**config.mk**
```make
export PLATFORM = sky130hd
export DESIGN_NAME = sys_cmd_ctrl
export DESIGN_NICKNAME = d
export VERILOG_FILES = /design/src/rtl/sys_pkg.sv /design/src/rtl/sys_cmd_ctrl.sv
export SDC_FILE = /design/constraint.sdc
export NUM_CORES = 1
export LEC_CHECK = 0
export CORE_MARGIN = 5
export CORE_UTILIZATION = 48
export CTS_CLUSTER_SIZE = 28
export DETAILED_ROUTE_END_ITERATION = 7
export HOLD_SLACK_MARGIN = 0.05
export PLACE_DENSITY = 0.89
export SLEW_MARGIN = 20
export SYNTH_ARGS = -nofsm -noshare
export SYNTH_HDL_FRONTEND = slang
export SYNTH_SLANG_ARGS = --single-unit
```
**constraint.sdc**
```tcl
create_clock -name CLK -period 2.12 [get_ports CLK]
set_input_delay 0.424 -clock CLK [delete_from_list [all_inputs] [get_ports CLK]]
set_output_delay 0.424 -clock CLK [all_outputs]
set_load 0.05 [all_outputs]
```
**src/rtl/sys_pkg.sv**
```systemverilog
// sys_pkg: command opcodes, operand register addresses and FSM state encoding for sys_cmd_ctrl
package sys_pkg;
  localparam logic [7:0] CMD_RF_WR   = 8'hAA;
  localparam logic [7:0] CMD_RF_RD   = 8'hBB;
  localparam logic [7:0] CMD_ALU_OP  = 8'hCC;
  localparam logic [7:0] CMD_ALU_NOP = 8'hDD;
  localparam int OP_A_ADDR = 0;
  localparam int OP_B_ADDR = 1;
  typedef enum logic [3:0] {
    IDLE, WR_ADDR, WR_DATA, RD_ADDR, RD_WAIT, OP_A, OP_B, ALU_FUNC, ALU_WAIT, TX_LO, TX_HI
  } state_e;
endpackage

```
**src/rtl/sys_cmd_ctrl.sv**
```systemverilog
// sys_cmd_ctrl: UART command decoder driving register file, ALU and TX FIFO
module sys_cmd_ctrl
  import sys_pkg::*;
#(
  parameter int DATA_WIDTH = 8,
  parameter int ADDR_WIDTH = 4
) (
  input  logic                    CLK,
  input  logic                    RST,
  input  logic [DATA_WIDTH-1:0]   RX_P_DATA,
  input  logic                    RX_D_VLD,
  output logic [ADDR_WIDTH-1:0]   RF_Address,
  output logic                    RF_WrEn,
  output logic                    RF_RdEn,
  output logic [DATA_WIDTH-1:0]   RF_WrData,
  input  logic [DATA_WIDTH-1:0]   RF_RdData,
  input  logic                    RF_RdData_VLD,
  output logic                    ALU_EN,
  output logic [3:0]              ALU_FUN,
  input  logic [2*DATA_WIDTH-1:0] ALU_OUT,
  input  logic                    ALU_OUT_VLD,
  output logic                    CLK_GATE_EN,
  output logic [DATA_WIDTH-1:0]   TX_P_DATA,
  output logic                    TX_D_VLD,
  input  logic                    FIFO_FULL
);
  state_e state_q, state_d;
  logic [ADDR_WIDTH-1:0] addr_d;
  logic [DATA_WIDTH-1:0] wr_data_d, tx_data_d;
  logic [3:0] fun_d;
  logic wr_en_d, rd_en_d, alu_en_d, gate_d, tx_vld_d;
  logic [2*DATA_WIDTH-1:0] res_q, res_d;
  logic two_q, two_d;
  // Every output is the registered copy of its *_d value; strobes default low each cycle
  always_comb begin
    state_d = state_q;
    addr_d = RF_Address;
    wr_data_d = RF_WrData;
    fun_d = ALU_FUN;
    tx_data_d = TX_P_DATA;
    gate_d = CLK_GATE_EN;
    res_d = res_q;
    two_d = two_q;
    wr_en_d = 1'b0;
    rd_en_d = 1'b0;
    alu_en_d = 1'b0;
    tx_vld_d = 1'b0;
    case (state_q)
      IDLE: if (RX_D_VLD) begin
        if (RX_P_DATA == DATA_WIDTH'(CMD_RF_WR)) state_d = WR_ADDR;
        else if (RX_P_DATA == DATA_WIDTH'(CMD_RF_RD)) state_d = RD_ADDR;
        else if (RX_P_DATA == DATA_WIDTH'(CMD_ALU_OP)) state_d = OP_A;
        else if (RX_P_DATA == DATA_WIDTH'(CMD_ALU_NOP)) begin
          state_d = ALU_FUNC;
          gate_d = 1'b1;
        end
      end
      WR_ADDR: if (RX_D_VLD) begin
        addr_d = RX_P_DATA[ADDR_WIDTH-1:0];
        state_d = WR_DATA;
      end
      WR_DATA: if (RX_D_VLD) begin
        wr_data_d = RX_P_DATA;
        wr_en_d = 1'b1;
        state_d = IDLE;
      end
      RD_ADDR: if (RX_D_VLD) begin
        addr_d = RX_P_DATA[ADDR_WIDTH-1:0];
        rd_en_d = 1'b1;
        state_d = RD_WAIT;
      end
      RD_WAIT: if (RF_RdData_VLD) begin
        res_d = {{DATA_WIDTH{1'b0}}, RF_RdData};
        two_d = 1'b0;
        state_d = TX_LO;
      end
      OP_A: if (RX_D_VLD) begin
        addr_d = ADDR_WIDTH'(OP_A_ADDR);
        wr_data_d = RX_P_DATA;
        wr_en_d = 1'b1;
        state_d = OP_B;
      end
      OP_B: if (RX_D_VLD) begin
        addr_d = ADDR_WIDTH'(OP_B_ADDR);
        wr_data_d = RX_P_DATA;
        wr_en_d = 1'b1;
        gate_d = 1'b1;
        state_d = ALU_FUNC;
      end
      ALU_FUNC: if (RX_D_VLD) begin
        fun_d = RX_P_DATA[3:0];
        alu_en_d = 1'b1;
        state_d = ALU_WAIT;
      end
      ALU_WAIT: if (ALU_OUT_VLD) begin
        res_d = ALU_OUT;
        two_d = 1'b1;
        gate_d = 1'b0;
        state_d = TX_LO;
      end
      TX_LO: if (!FIFO_FULL) begin
        tx_data_d = res_q[DATA_WIDTH-1:0];
        tx_vld_d = 1'b1;
        state_d = two_q ? TX_HI : IDLE;
      end
      TX_HI: if (!FIFO_FULL) begin
        tx_data_d = res_q[2*DATA_WIDTH-1:DATA_WIDTH];
        tx_vld_d = 1'b1;
        state_d = IDLE;
      end
      default: state_d = IDLE;
    endcase
  end
  always_ff @(posedge CLK or negedge RST) begin
    if (!RST) begin
      state_q <= IDLE;
      RF_Address <= '0;
      RF_WrData <= '0;
      RF_WrEn <= 1'b0;
      RF_RdEn <= 1'b0;
      ALU_EN <= 1'b0;
      ALU_FUN <= '0;
      CLK_GATE_EN <= 1'b0;
      TX_P_DATA <= '0;
      TX_D_VLD <= 1'b0;
      res_q <= '0;
      two_q <= 1'b0;
    end else begin
      state_q <= state_d;
      RF_Address <= addr_d;
      RF_WrData <= wr_data_d;
      RF_WrEn <= wr_en_d;
      RF_RdEn <= rd_en_d;
      ALU_EN <= alu_en_d;
      ALU_FUN <= fun_d;
      CLK_GATE_EN <= gate_d;
      TX_P_DATA <= tx_data_d;
      TX_D_VLD <= tx_vld_d;
      res_q <= res_d;
      two_q <= two_d;
    end
  end
endmodule

```
## Word-level counts from Yosys, hierarchy flattened

Index checks and enable logic that the tools add are counted.

| storage, ports and cells | value |
|---|---|
| register bits | 50 |
| logic and storage cells | 101 |
| output and inout bits | 29 |
| input port bits | 38 |

| cells by class | value |
|---|---|
| equal/unequal tests | 31 |
| reductions and logical operators | 15 |
| mux-type cells | 43 |

Operators by type and width:

| kind | number |
|---|---|
| 4-bit 2-to-1 mux | 18 |
| 4-bit one-hot mux with 11 select lines | 1 |
| 8-bit equality test (second input constant) | 4 |
| 16-bit 2-to-1 mux | 2 |
| 16-bit one-hot mux with 2 select lines | 1 |
| 2-bit inequality test (second input constant) | 15 |
| 4-bit by 3-bit equality test with 1-bit output (second input constant) | 4 |
| 8-bit 2-to-1 mux | 2 |
| 8-bit one-hot mux with 2 select lines | 1 |
| 1-bit 2-to-1 mux | 15 |
| 4-bit equality test (second input constant) | 3 |
| 4-bit one-hot mux with 3 select lines | 1 |
| 12-bit AND reduction | 1 |
| 4-bit by 2-bit equality test with 1-bit output (second input constant) | 2 |
| 8-bit AND reduction | 1 |
| 3-bit AND reduction | 2 |
| 3-bit nonzero test | 2 |
| 5-bit inequality test (second input constant) | 1 |
| 4-bit by 1-bit equality test with 1-bit output (second input constant) | 1 |
| 4-bit logical NOT | 1 |
| 2-bit AND reduction | 2 |
| 4-bit AND reduction | 1 |
| 2-bit nonzero test | 2 |
| 2-bit OR reduction | 2 |
| 4 further kinds | 4 |

## Longest topological paths before layout

Gate-level depths: netlist of run 1.

| logic depth | value |
|---|---|
| depth after elaboration | 7 |
| depth in mapped cells | 8 |
| gate-level depth less buffers | 5 |

## Least setup slack after synthesis of run 1

OpenSTA, ideal clock, no wires.

| timing path | value |
|---|---|
| kind | register to register |
| start point | register state_q[0] |
| end point | register state_q[1] |
| arrival time | 1.648 ns |
| slack | 0.347 ns |
| data required time | 1.995 ns |
| cell stages (with the launch flop) | 7 |
| setup time | 0.125 ns |
| period minus slack after synthesis | 1.773 ns |
| path buffers | 1 |
| cells stage by stage | dfrtp_1 buf_6 or4b_4 a21oi_2 a221oi_4 o21ai_2 mux2_4 |

| on the way | value |
|---|---|
| word-level cells in the longest chain between the ends | 3 |
| elaborated cells on any way between the ends | 25 |
| classes of those cells | eq/ne (22); mux (1); reduce/logical (2) |

RTL lines:

| item | RTL line | source |
|---|---|---|
| start: declaration | sys_cmd_ctrl.sv:27 | `state_e state_q, state_d;` |
| start signal: assignment | sys_cmd_ctrl.sv:129 | `state_q <= state_d;` |
| 4-bit logical NOT (tied with other cells) | sys_cmd_ctrl.sv:48 | `case (state_q)` |
| 5-bit inequality test (no source line) / 2-bit inequality test (equally long branches) | - |  |
| 12-bit AND reduction (no source line) | - |  |

Parallel ways exist; a longest one is shown, timed or not.
A chain may end at the register's enable or synchronous reset.

## Final worst setup path of run 1

| timing path | value |
|---|---|
| start point | register RF_Address[3] |
| end point | output RF_Address[3] |

RTL lines:

| item | RTL line | source |
|---|---|---|
| start: declaration | sys_cmd_ctrl.sv:12 | `output logic [ADDR_WIDTH-1:0] RF_Address,` |
| start signal: assignment | sys_cmd_ctrl.sv:130 | `RF_Address <= addr_d;` |

No word-level cell between the ends.

==> flow_metrics.env, run 1 <==
export IMPL_die_area_mm2=0.00657
export IMPL_finalWorstSetupSlack_ns=0.202
export IMPL_final_layout_size_suffix_gt1_share_pct=19.2
export IMPL_synth_cell_types=41
export IMPL_min_path_type="primary input to async pin"
export IMPL_arrival_ns=1.49
export IMPL_power_total_mw=5.16
export IMPL_final_area_mm2=0.00340
export IMPL_outcome="finished clean"
export IMPL_critical_path_top_delay_family="buffers and inverters"
export IMPL_antenna_found_initial=0
export IMPL_htreeDepth=2
export IMPL_finalSetupViolations=0
export IMPL_fp_row_count=25
export IMPL_grt_pass1_wl_mm=9.83
export IMPL_dieWidth_um=81.1
export IMPL_rsz0062_at_grt="no"
export IMPL_worst_path_max_delay_cell="clkdlybuf4s50_1"
export IMPL_yosysTopAreaCellShare_pct=51.6
export IMPL_synth_area_leaders="dfrtp_1, mux2i_1, mux2_2"
export IMPL_port_buffers=66
export IMPL_synth_edf_count=0
export IMPL_period_needed_ns=1.92
export IMPL_die_h_um=81.1
export IMPL_detailroute_via_count=1986
export IMPL_cts_tree="yes"
export IMPL_dpl_cell_count=367
export IMPL_max_slew_margin_pct=61.2
export IMPL_worst_path_buf_inv=1
export IMPL_cp_start_kind="flop"
export IMPL_finClkSkew_ns=0.00969
export IMPL_drt_wirelength_per_cell_um=15.9
export IMPL_nNetsFinal=345
export IMPL_place_area_mm2=0.00331
export IMPL_max_stage_delay_ns=0.82
export IMPL_fin_hold_ws_ns=0.117
export IMPL_cts_buffers=5
export IMPL_tns_ns=0
export IMPL_final_common_cell="clkdlybuf4s50_1"
export IMPL_synthArstFlopShare_pct=100
export IMPL_drt_pass1_iter_count=4
export IMPL_final_max_slew_viol_count=0
export IMPL_fin_cells=375
export IMPL_mostFrequentLayoutCells="clkdlybuf4s50_1, dfrtp_1, nand2_1"
export IMPL_ys_seq_area_share_pct=51.6
export IMPL_yosysWarnings=0
export IMPL_synth_avg_cell_area_um2=11.0
export IMPL_grt_max_degree=27
export IMPL_initial_core_util_pct=50.3
export IMPL_cts_sinks=50
export IMPL_post_cts_resize_count=0
export IMPL_first_iter_violations=152
export IMPL_drv_cap=0
export IMPL_fillers=389
export IMPL_dp_final_hpwl_mm=4.44
export IMPL_p_leak_nw=1.45
export IMPL_dp_slack_ns=-0.0932
export IMPL_ios=67
export IMPL_routabilityCongestion=0.838
export IMPL_endpoint_kind="output pin"
export IMPL_grt_pass1_vias=2034
export IMPL_core_area_mm2=0.00482
export IMPL_post_route_period_util_pct=90.5
export IMPL_synth_nets=258
export IMPL_synth_area_mm2=0.00242
export IMPL_crit_chain="clkdlybuf4s50_1"
export IMPL_syn_inst=220
export IMPL_grt_usage_pct=19.5
export IMPL_insertion_delay_ns=0.30
export IMPL_diodes=0
export IMPL_crit_type="flop to output pin"
export IMPL_peakVddDrop_mv=0.883
export IMPL_cts_root_buf="clkbuf_8"
export IMPL_power_density_mw_per_mm2=1520
export IMPL_fmax_ghz=0.521
export IMPL_utilization_pct=70.6
export IMPL_cts_max_path_buffers=2
export IMPL_post_route_drc_count=0
export IMPL_syn_to_final_growth_pct=40.2
export IMPL_finalHoldViolations=0
export IMPL_clkSlewWorstSetupHoldPaths_ns=0.09
export IMPL_max_slew_worst_pin_slew_ns=0.582
export IMPL_cts_setup_buffers=0
export IMPL_path_max_fanout=2
export IMPL_synth_main_ff_cell="dfrtp_1"
export IMPL_cts_hold_buf=0
export IMPL_grt_overflow_total=0
export IMPL_ant_nets=0
export IMPL_cp_data_required_time_ns=1.70
export IMPL_vias_per_cell=5.30
export IMPL_yosysTopAreaCell="dfrtp_1"
export IMPL_routed_wl_mm=5.96
export IMPL_synth_seq_cells=50
[registers in the layout, summed over array words and instances, names as in the netlist]
name / count
res_q: 16
RF_WrData: 8
TX_P_DATA: 8
ALU_FUN: 4
RF_Address: 4
state_q: 4
ALU_EN: 1
CLK_GATE_EN: 1
RF_RdEn: 1
RF_WrEn: 1
TX_D_VLD: 1
two_q: 1
[Yosys cell counts, drive strengths merged, types with 2 or more instances]
master and count:
nor2b 3, nand2b 6, mux2i 17, nand2 26, or2 3, inv 3, mux2 13, o211ai 3
o22ai 3, buf 8, nand3b 2, a22o 9, dfrtp 50, nor2 17, nor3 2, a21oi 16
nand3 5, xnor2 2, o21ai 18, and4bb 2, clkbuf 2
[worst paths after layout]
| path | depth (start not counted) | to | slack (ns) | start |
|---|---|---|---|---|
| worst max register to register | 5 | res_q[14]$_DFFE_PN0P_ | 0.31 | state_q[3]$_DFFE_PN0P_ |
| worst min-delay path | 1 | RF_WrData[5]$_DFFE_PN0P_ | 0.12 | RST |
| min in group CLK | 2 | RF_Address[2]$_DFFE_PN0P_ | 0.49 | RF_Address[2]$_DFFE_PN0P_ |
| max in group asynchronous | 2 | res_q[0]$_DFFE_PN0P_ | 1.40 | RST |
| worst min register to register | 2 | RF_Address[2]$_DFFE_PN0P_ | 0.49 | RF_Address[2]$_DFFE_PN0P_ |
| worst max-delay path | 1 | RF_Address[3] | 0.20 | RF_Address[3]$_DFFE_PN0P_ |
[cell families (layout without fill, tap and decap cells)]
group	count (synthesis)	after routing	synth area share [%]
xor gates and xnor gates	3	3	1.08
buffers and inverters	13	101	2.94
AOI/OAI and AO/OA	54	54	15.3
and+or+nand+nor	70	70	15.8
DFF	50	50	51.6
muxes	30	30	13.2
[metal layers]
layer	global-route usage, %	part of all wire [%]	vias to the layer above	wire length, µm
li1	-	-	960	-
met1	26.5	43	960	2590
met2	31.3	50	60	2990
met3	3.55	5.1	6	305
met4	7.09	1.3	0	75
met5	0	0	-	0
[area by class of cell]
type                            count  area, µm²  share of cell area [%]
Multi-Input combinational cell    157       1100                    32.4
Inverter                            3       11.3                   0.331
Timing Repair Buffer               90        861                    25.3
Clock buffer                        7       86.3                    2.54
Clock inverter                      1       5.00                   0.147
Sequential cell                    50       1250                    36.8
Tap cell                           67       83.8                    2.47
[report_power, final]
part | internal (mW) | total, mW | leakage [nW] | switching [mW]
Clock | 0.264 | 0.562 | 0.0482 | 0.298
Sequential | 1.36 | 1.63 | 0.626 | 0.263
Combinational | 1.17 | 2.97 | 0.772 | 1.80
Power figures use the tool's default switching activity.
==> run 2: changes to the inputs <==
--- a/config.mk
+++ b/config.mk
@@ -5,6 +5,7 @@
 export SDC_FILE = /design/constraint.sdc
 export NUM_CORES = 1
 export LEC_CHECK = 0
+export CAP_MARGIN = 20
 export CORE_MARGIN = 5
 export CORE_UTILIZATION = 48
 export CTS_CLUSTER_SIZE = 28
==> results of run 2 <==
Same layout as run 1: the final DEF is identical, and so are final timing and power.
